File: config.mk
export PLATFORM = sky130hd
export DESIGN_NAME = button_pio_in
export DESIGN_NICKNAME = d
export VERILOG_FILES = /design/src/rtl/pio_pkg.sv /design/src/rtl/pio_debounce_bit.sv /design/src/rtl/button_pio_in.sv
export SDC_FILE = /design/constraint.sdc
export NUM_CORES = 1
export LEC_CHECK = 0
export ABC_AREA = 1
export CELL_PAD_IN_SITES_DETAIL_PLACEMENT = 0
export CELL_PAD_IN_SITES_GLOBAL_PLACEMENT = 1
export CORE_ASPECT_RATIO = 1.75
export CORE_MARGIN = 10
export CORE_UTILIZATION = 29
export CTS_CLUSTER_SIZE = 28
export DETAILED_ROUTE_END_ITERATION = 12
export PLACE_DENSITY_LB_ADDON = 0.1
export SLEW_MARGIN = 40
export SYNTH_ARGS = -nofsm -noshare
export SYNTH_HDL_FRONTEND = slang
export SYNTH_SLANG_ARGS = --single-unit
File: constraint.sdc
create_clock -name clk_clk -period 0.8 [get_ports clk_clk]
set_input_delay 0.16 -clock clk_clk [delete_from_list [all_inputs] [get_ports clk_clk]]
set_output_delay 0.16 -clock clk_clk [all_outputs]
set_load 0.05 [all_outputs]
File: src/rtl/pio_pkg.sv
// Definitions shared by the Avalon-MM PIO blocks (input/button and output variants).
// Holds the bus width and the input-PIO word-address map.
package pio_pkg;

  localparam int PIO_BUS_W = 32;

  localparam logic [1:0] ADDR_DATA    = 2'd0;
  localparam logic [1:0] ADDR_RSVD    = 2'd1;
  localparam logic [1:0] ADDR_IRQMASK = 2'd2;
  localparam logic [1:0] ADDR_EDGECAP = 2'd3;

endpackage

File: src/rtl/pio_debounce_bit.sv
// One pin: SYNC_STAGES-deep synchronizer, plus a stable-time filter when BUTTON_PIO_IN_DEBOUNCE_EN is defined.
// Latency SYNC_STAGES cycles (+DEBOUNCE_CYCLES when filtered); free-running, no backpressure.
module pio_debounce_bit #(
  parameter int   SYNC_STAGES     = 2,
  parameter int   DEBOUNCE_CYCLES = 50000,
  parameter logic IDLE_LEVEL      = 1'b1
) (
  input  logic i_clk,
  input  logic i_rst_n,
  input  logic i_pin,
  output logic o_stable
);

  logic [SYNC_STAGES-1:0] r_sync;
  logic                   w_sync;

  always_ff @(posedge i_clk or negedge i_rst_n) begin
    if (!i_rst_n) r_sync <= {SYNC_STAGES{IDLE_LEVEL}};
    else          r_sync <= {r_sync[SYNC_STAGES-2:0], i_pin};
  end

  assign w_sync = r_sync[SYNC_STAGES-1];

`ifdef BUTTON_PIO_IN_DEBOUNCE_EN
  localparam int               CNT_W    = (DEBOUNCE_CYCLES > 1) ? $clog2(DEBOUNCE_CYCLES) : 1;
  localparam logic [CNT_W-1:0] CNT_LAST = CNT_W'(DEBOUNCE_CYCLES - 1);

  logic [CNT_W-1:0] r_cnt;
  logic             r_stable;

  // Any return to the current stable level restarts the stable-time count.
  always_ff @(posedge i_clk or negedge i_rst_n) begin
    if (!i_rst_n) begin
      r_cnt    <= '0;
      r_stable <= IDLE_LEVEL;
    end else if (w_sync == r_stable) begin
      r_cnt <= '0;
    end else if (r_cnt == CNT_LAST) begin
      r_stable <= w_sync;
      r_cnt    <= '0;
    end else begin
      r_cnt <= r_cnt + CNT_W'(1);
    end
  end

  assign o_stable = r_stable;
`else
  assign o_stable = w_sync;
`endif

endmodule

File: src/rtl/button_pio_in.sv
// Avalon-MM button PIO: filtered pin levels, press capture (W1C), masked level irq; debounce via BUTTON_PIO_IN_DEBOUNCE_EN.
// Read latency 1 cycle, writes land the next cycle; no waitrequest, the slave never stalls.
module button_pio_in
  import pio_pkg::*;
#(
  parameter int   WIDTH           = 8,
  parameter int   SYNC_STAGES     = 2,
  parameter int   DEBOUNCE_CYCLES = 50000,
  parameter logic IDLE_LEVEL      = 1'b1
) (
  input  logic                 clk_clk,
  input  logic                 reset_reset_n,
  input  logic [WIDTH-1:0]     keys_export,
  input  logic [1:0]           avs_address,
  input  logic                 avs_read,
  input  logic                 avs_write,
  input  logic [PIO_BUS_W-1:0] avs_writedata,
  output logic [PIO_BUS_W-1:0] avs_readdata,
  output logic                 irq
);

  logic [WIDTH-1:0]     w_stable;
  logic [WIDTH-1:0]     w_press;
  logic [WIDTH-1:0]     w_clr_bits;
  logic                 w_wr_mask;
  logic                 w_wr_clr;
  logic [PIO_BUS_W-1:0] w_rdmux;

  logic [WIDTH-1:0]     r_stable_q;
  logic [WIDTH-1:0]     r_irqmask;
  logic [WIDTH-1:0]     r_edgecap;
  logic [PIO_BUS_W-1:0] r_readdata;
  logic                 r_irq;

  for (genvar i = 0; i < WIDTH; i++) begin : g_bit
    pio_debounce_bit #(
      .SYNC_STAGES     (SYNC_STAGES),
      .DEBOUNCE_CYCLES (DEBOUNCE_CYCLES),
      .IDLE_LEVEL      (IDLE_LEVEL)
    ) u_db (
      .i_clk    (clk_clk),
      .i_rst_n  (reset_reset_n),
      .i_pin    (keys_export[i]),
      .o_stable (w_stable[i])
    );
  end

  // A press is a change whose previous level was the released level.
  assign w_press    = (r_stable_q ^ w_stable) & ~(r_stable_q ^ {WIDTH{IDLE_LEVEL}});
  assign w_wr_mask  = avs_write && (avs_address == ADDR_IRQMASK);
  assign w_wr_clr   = avs_write && (avs_address == ADDR_EDGECAP);
  assign w_clr_bits = w_wr_clr ? avs_writedata[WIDTH-1:0] : '0;

  always_comb begin
    w_rdmux = '0;
    case (avs_address)
      ADDR_DATA:    w_rdmux[WIDTH-1:0] = w_stable;
      ADDR_RSVD:    w_rdmux            = '0;
      ADDR_IRQMASK: w_rdmux[WIDTH-1:0] = r_irqmask;
      ADDR_EDGECAP: w_rdmux[WIDTH-1:0] = r_edgecap;
      default:      w_rdmux            = '0;
    endcase
  end

  // Set wins over a same-cycle clear so a press is never lost.
  always_ff @(posedge clk_clk or negedge reset_reset_n) begin
    if (!reset_reset_n) begin
      r_stable_q <= {WIDTH{IDLE_LEVEL}};
      r_irqmask  <= '0;
      r_edgecap  <= '0;
      r_readdata <= '0;
      r_irq      <= 1'b0;
    end else begin
      r_stable_q <= w_stable;
      r_edgecap  <= (r_edgecap & ~w_clr_bits) | w_press;
      r_irq      <= |(r_edgecap & r_irqmask);
      if (w_wr_mask) r_irqmask  <= avs_writedata[WIDTH-1:0];
      if (avs_read)  r_readdata <= w_rdmux;
    end
  end

  assign avs_readdata = r_readdata;
  assign irq          = r_irq;

endmodule

After elaboration in Yosys (flattened, before gate mapping):

Cells that the tools add are included.

* flip-flop bits (word level): 49
* input bits: 46
* logic and storage cells: 30

* equal/unequal tests: 3
* muxes and demuxes: 2
* bitwise operators: 8
* reduce and logical (&&, ||, !) cells: 4

Operators with widths (count)
* case mux 8 bit (4 select lines): 1
* AND 8 bit: 3
* NOT 8 bit: 3
* two-way mux 8 bit: 1
* bitwise OR 8 bit: 1
* OR reduction 8 bit: 1
* XOR 8 bit: 1
* == test 2 bit, second input constant: 2
* == test 2 x 1 -> 1 bit, second input constant: 1
* logical AND 1 bit: 2
* zero test 2 bit: 1

Depth between registers and ports, before layout:

* depth in word-level cells: 6
* depth in mapped cells: 6

Cells and area by module:

From an unflattened synthesis, not the netlist that was laid out.

* cell total of the unflattened synthesis: 219
* area, all modules: 2147.1 um^2

By module, submodules not included
* button_pio_in: times used 1, cells each 203, area an instance 1726.7 um^2
* pio_debounce_bit: times used 8, cells each 2, area an instance 52.6 um^2

Worst setup path before layout:

No wires, ideal clock.

* path type: register to register
* from: reg avs_readdata[6] (netlist name)
* to: reg r_readdata[6], in the netlist avs_readdata[6]
* data arrival time: 792 ps
* data required time: 728 ps
* setup slack: -64 ps
* stages on the path, launching flop included: 3
* path buffers: 0
* cells stage by stage: dfrtp_1 -> nor2_1 -> nor2_1

RTL lines
* end signal, assigned: line button_pio_in.sv:78 `if (avs_read) r_readdata <= w_rdmux;`
* end, declared: line button_pio_in.sv:32 `logic [PIO_BUS_W-1:0] r_readdata;`

Worst setup path in the final report:

* from: reg r_readdata[7], in the netlist avs_readdata[7]
* to: out avs_readdata[7]

RTL lines
* end, declared: line button_pio_in.sv:18 `output logic [PIO_BUS_W-1:0] avs_readdata,`

No word-level cell between the ends.

==> summary.md <==
| Metric | Value |
|---|---|
| GR Util met1 | 0.101 |
| Drt first-iter violations | 75 |
| CP startpoint kind | flip-flop |
| Final TNS setup | -2.31 ns |
| Ordered cell list for the critical path | buf_12 |
| Critical Path Source | avs_readdata[7] |
| Register area share after synthesis | 0.580 |
| Initial antenna violation count | 0 |
| Clk Latency, worst-skew pair | 0.29 ns |
| Critical Path RT | around 0.64 ns |
| CTS tree | yes |
| Stages on worst setup path | 1 |
| Syn Area/Cell | between 9 and 10 um^2 |
| Post-detailed-route count of antenna-violating nets | 0 |
| Commonest non-fill, non-tap cell in the layout | nand2_1 |
| Vias in the first global route | between 1,500 and 2,000 |
| Core footprint | 7230 um^2 |
| Slowest stage cell, crit path | dfrtp_2 |
| Worst-path fanout max | 2 |
| Chip Width | 85.3 um |
| Met2 usage | 0.141 |
| Starting Density | 0.300 |
| Largest net degree at the start of global routing | 50 |
| Hold Fails Final Rpt | 0 |
| RSZ-0062 raised after global routing | yes |
| PwrDens | between 2000 and 2500 nW/um^2 |
| Routability cong. | 0.751 |
| Most frequent cells in the layout | nand2_1, conb_1, dfstp_2 |
| Root Driver | clkbuf_16 |
| GR Util met3 | 0.0291 |
| NumNets Final | approximately 320 |
| Final Slew Violations | 0 |
| P&R area growth vs syn | 36.0% |
| Hold Startpoint | keys_export[2] |
| Max-cap viol count | 0 |
| HP Class | input port to flip-flop |
| Synth Register Bits | between 40 and 50 |
| Residual DRC count | 0 |
| Final WS setup | -0.222 ns |
| Arr. time, crit path | around 0.86 ns |
| Share of layout cells above drive strength 1 | 0.352 |
| DP Wirelength | 3330 um |
| Total vias in the final route | 1,501 |
| Fin crit period | 1.02 ns |
| Total wire length | 4850 um |
| Post-synthesis cell area | between 2000 and 2500 um^2 |
| FP Rows | between 40 and 50 |
| Synthesized instance count | 221 |
| Post-place setup slack | -0.736 ns |
| Max Clock Skew | 0.00358 ns |
| Final setup vio count | 19 |
| Hold depth | 1 |
| First-pass GRT wire length | slightly above 8000 um |
| Violated checks | setup timing |
| Ant diodes | 0 |
| Worst-path clk slew | 0.06 ns |
| Remaining global-route overflow | 0 |
| Worst R2R Path Depth | 4 |
| Die height | 134 um |
| Top Ports | 79 |
| CTS Sinks | 49 |
| Run status | finished, violations left |
| Maximum vdd drop | 977 uV |
| Cell family with the largest share of critical-path delay | flip-flops |
| Drt pass-1 iters | 4 |
| Crit. End Element | output port |
| Tcrit/Tclk final | 1.28 |
| Post-layout instance area | 2950 um^2 |
| Full die area | 11,500 um^2 |
| Tot GR Track Use | 0.0888 |
| I/O Buffers | 30 |
| Leak Pwr | 1.41 nW |
| Max H-tree Level | 2 |
| CP max stage delay | 0.42 ns |
| RR Startpoint | g_bit[6].u_db.r_sync[1] |
| Post-DP Area | 2600 um^2 |
| TritonCTS Buffers | 5 |
| Yosys warnings | 0 |
| Post-DR vias/cell | around 4.2 |
| Routed wire per std cell | 13.5 um |
| Pwr Total | 6.42 mW |
| Post-synthesis cell type count | 19 |
| GRT Max-Usage Layer | met2 |
| Max Clock Freq | roughly 980 MHz |
| Crit path buf inv count | 1 |
| Worst hold slack | 0.276 ns |
| Clk buf depth | 2 |
| Setup CP Type | flip-flop to output port |
stage by stage:
step / instances / utilization
3_5_place_dp: 338 / 0.359
3_3_place_gp: 338 / 0.359
2_1_floorplan: 244 / -
4_1_cts: 356 / 0.398
6_report: 359 / 0.408
5_1_grt: 359 / 0.408
cell type report:
class / count / area (um^2)
fill: 706 / 4290
tap: 86 / 108
clock buffer: 8 / 136
timing repair buffer: 50 / 622
sequential: 49 / 1270
multi-input combinational: 148 / 746
inverter: 18 / 70.1
cells in the mapped netlist:
| cell type | n | area, um^2 |
|---|---|---|
| buf_12 | 1 | 20.0 |
| buf_2 | 1 | 5.00 |
| buf_4 | 24 | 180 |
| buf_6 | 3 | 33.8 |
| clkbuf_2 | 1 | 5.00 |
| conb_1 | 1 | 3.75 |
| dfrtp_1 | 25 | 626 |
| dfstp_2 | 24 | 631 |
| inv_1 | 17 | 63.8 |
| inv_2 | 1 | 3.75 |
| nand2_1 | 61 | 229 |
| nand2_4 | 1 | 11.3 |
| nand3_1 | 14 | 70.1 |
| nand3_2 | 2 | 20.0 |
| nand3_4 | 1 | 17.5 |
| nor2_1 | 26 | 97.6 |
| nor2_8 | 2 | 40.0 |
| o21ai_1 | 8 | 40.0 |
| o21ai_2 | 8 | 70.1 |
worst register-to-register path, stage by stage (launching register included):
cell and delay (ns):
dfstp_2 0.54, nand2_2 0.05, nand2_2 0.08, nor2_4 0.04, nor2_2 0.08
power breakdown:
group / total [mW] / internal, mW / switching, mW / leakage [nW]
Clock: 2.01 / 1.16 / 0.844 / 0.0652
Sequential: 2.94 / 2.76 / 0.179 / 0.524
Combinational: 1.48 / 0.605 / 0.871 / 0.816
sequential cells by signal, summed over array words and instances (netlist names):
register	flops
avs_readdata	8
g_bit.u_db.r_sync	16
irq	1
r_edgecap	8
r_irqmask	8
r_stable_q	8
timing repair:
action	in CTS	in global routing
hold buffers	1	0
pin swaps	5	9
setup buffers	7	3
endpoints found under the setup margin	34	30
gates cloned	2	0
endpoints found under the hold margin	25	0
gates resized for setup	18	14
per-layer routing:
metal  vias to the layer above  part of all wire
li1                        734                 -
met1                       717              0.43
met2                        43              0.50
met3                         7             0.050
met4                         0             0.024
met5                         -                 0
final timing paths:
| kind | end | slack (ns) |
|---|---|---|
| worst max-delay path | avs_readdata[7] | -0.22 |
| worst min-delay path | g_bit[2].u_db.r_sync[0] | 0.28 |
| worst max register to register | avs_readdata[6] | -0.06 |
| worst min register to register | g_bit[0].u_db.r_sync[1] | 0.35 |
| max in group asynchronous | g_bit[0].u_db.r_sync[1] | 0.12 |
| min in group asynchronous | r_edgecap[0] | 0.38 |
cell families (layout without fill, tap and decap cells):
logic type	Yosys count	count (layout)	share of synthesized area
AND/OR/NAND/NOR	107	108	0.224
AO/OA/AOI/OAI	16	16	0.0508
other	1	24	0.00173
flip-flops	49	49	0.580
buffers and inverters	48	76	0.144
(Power assumes the default switching activity.)
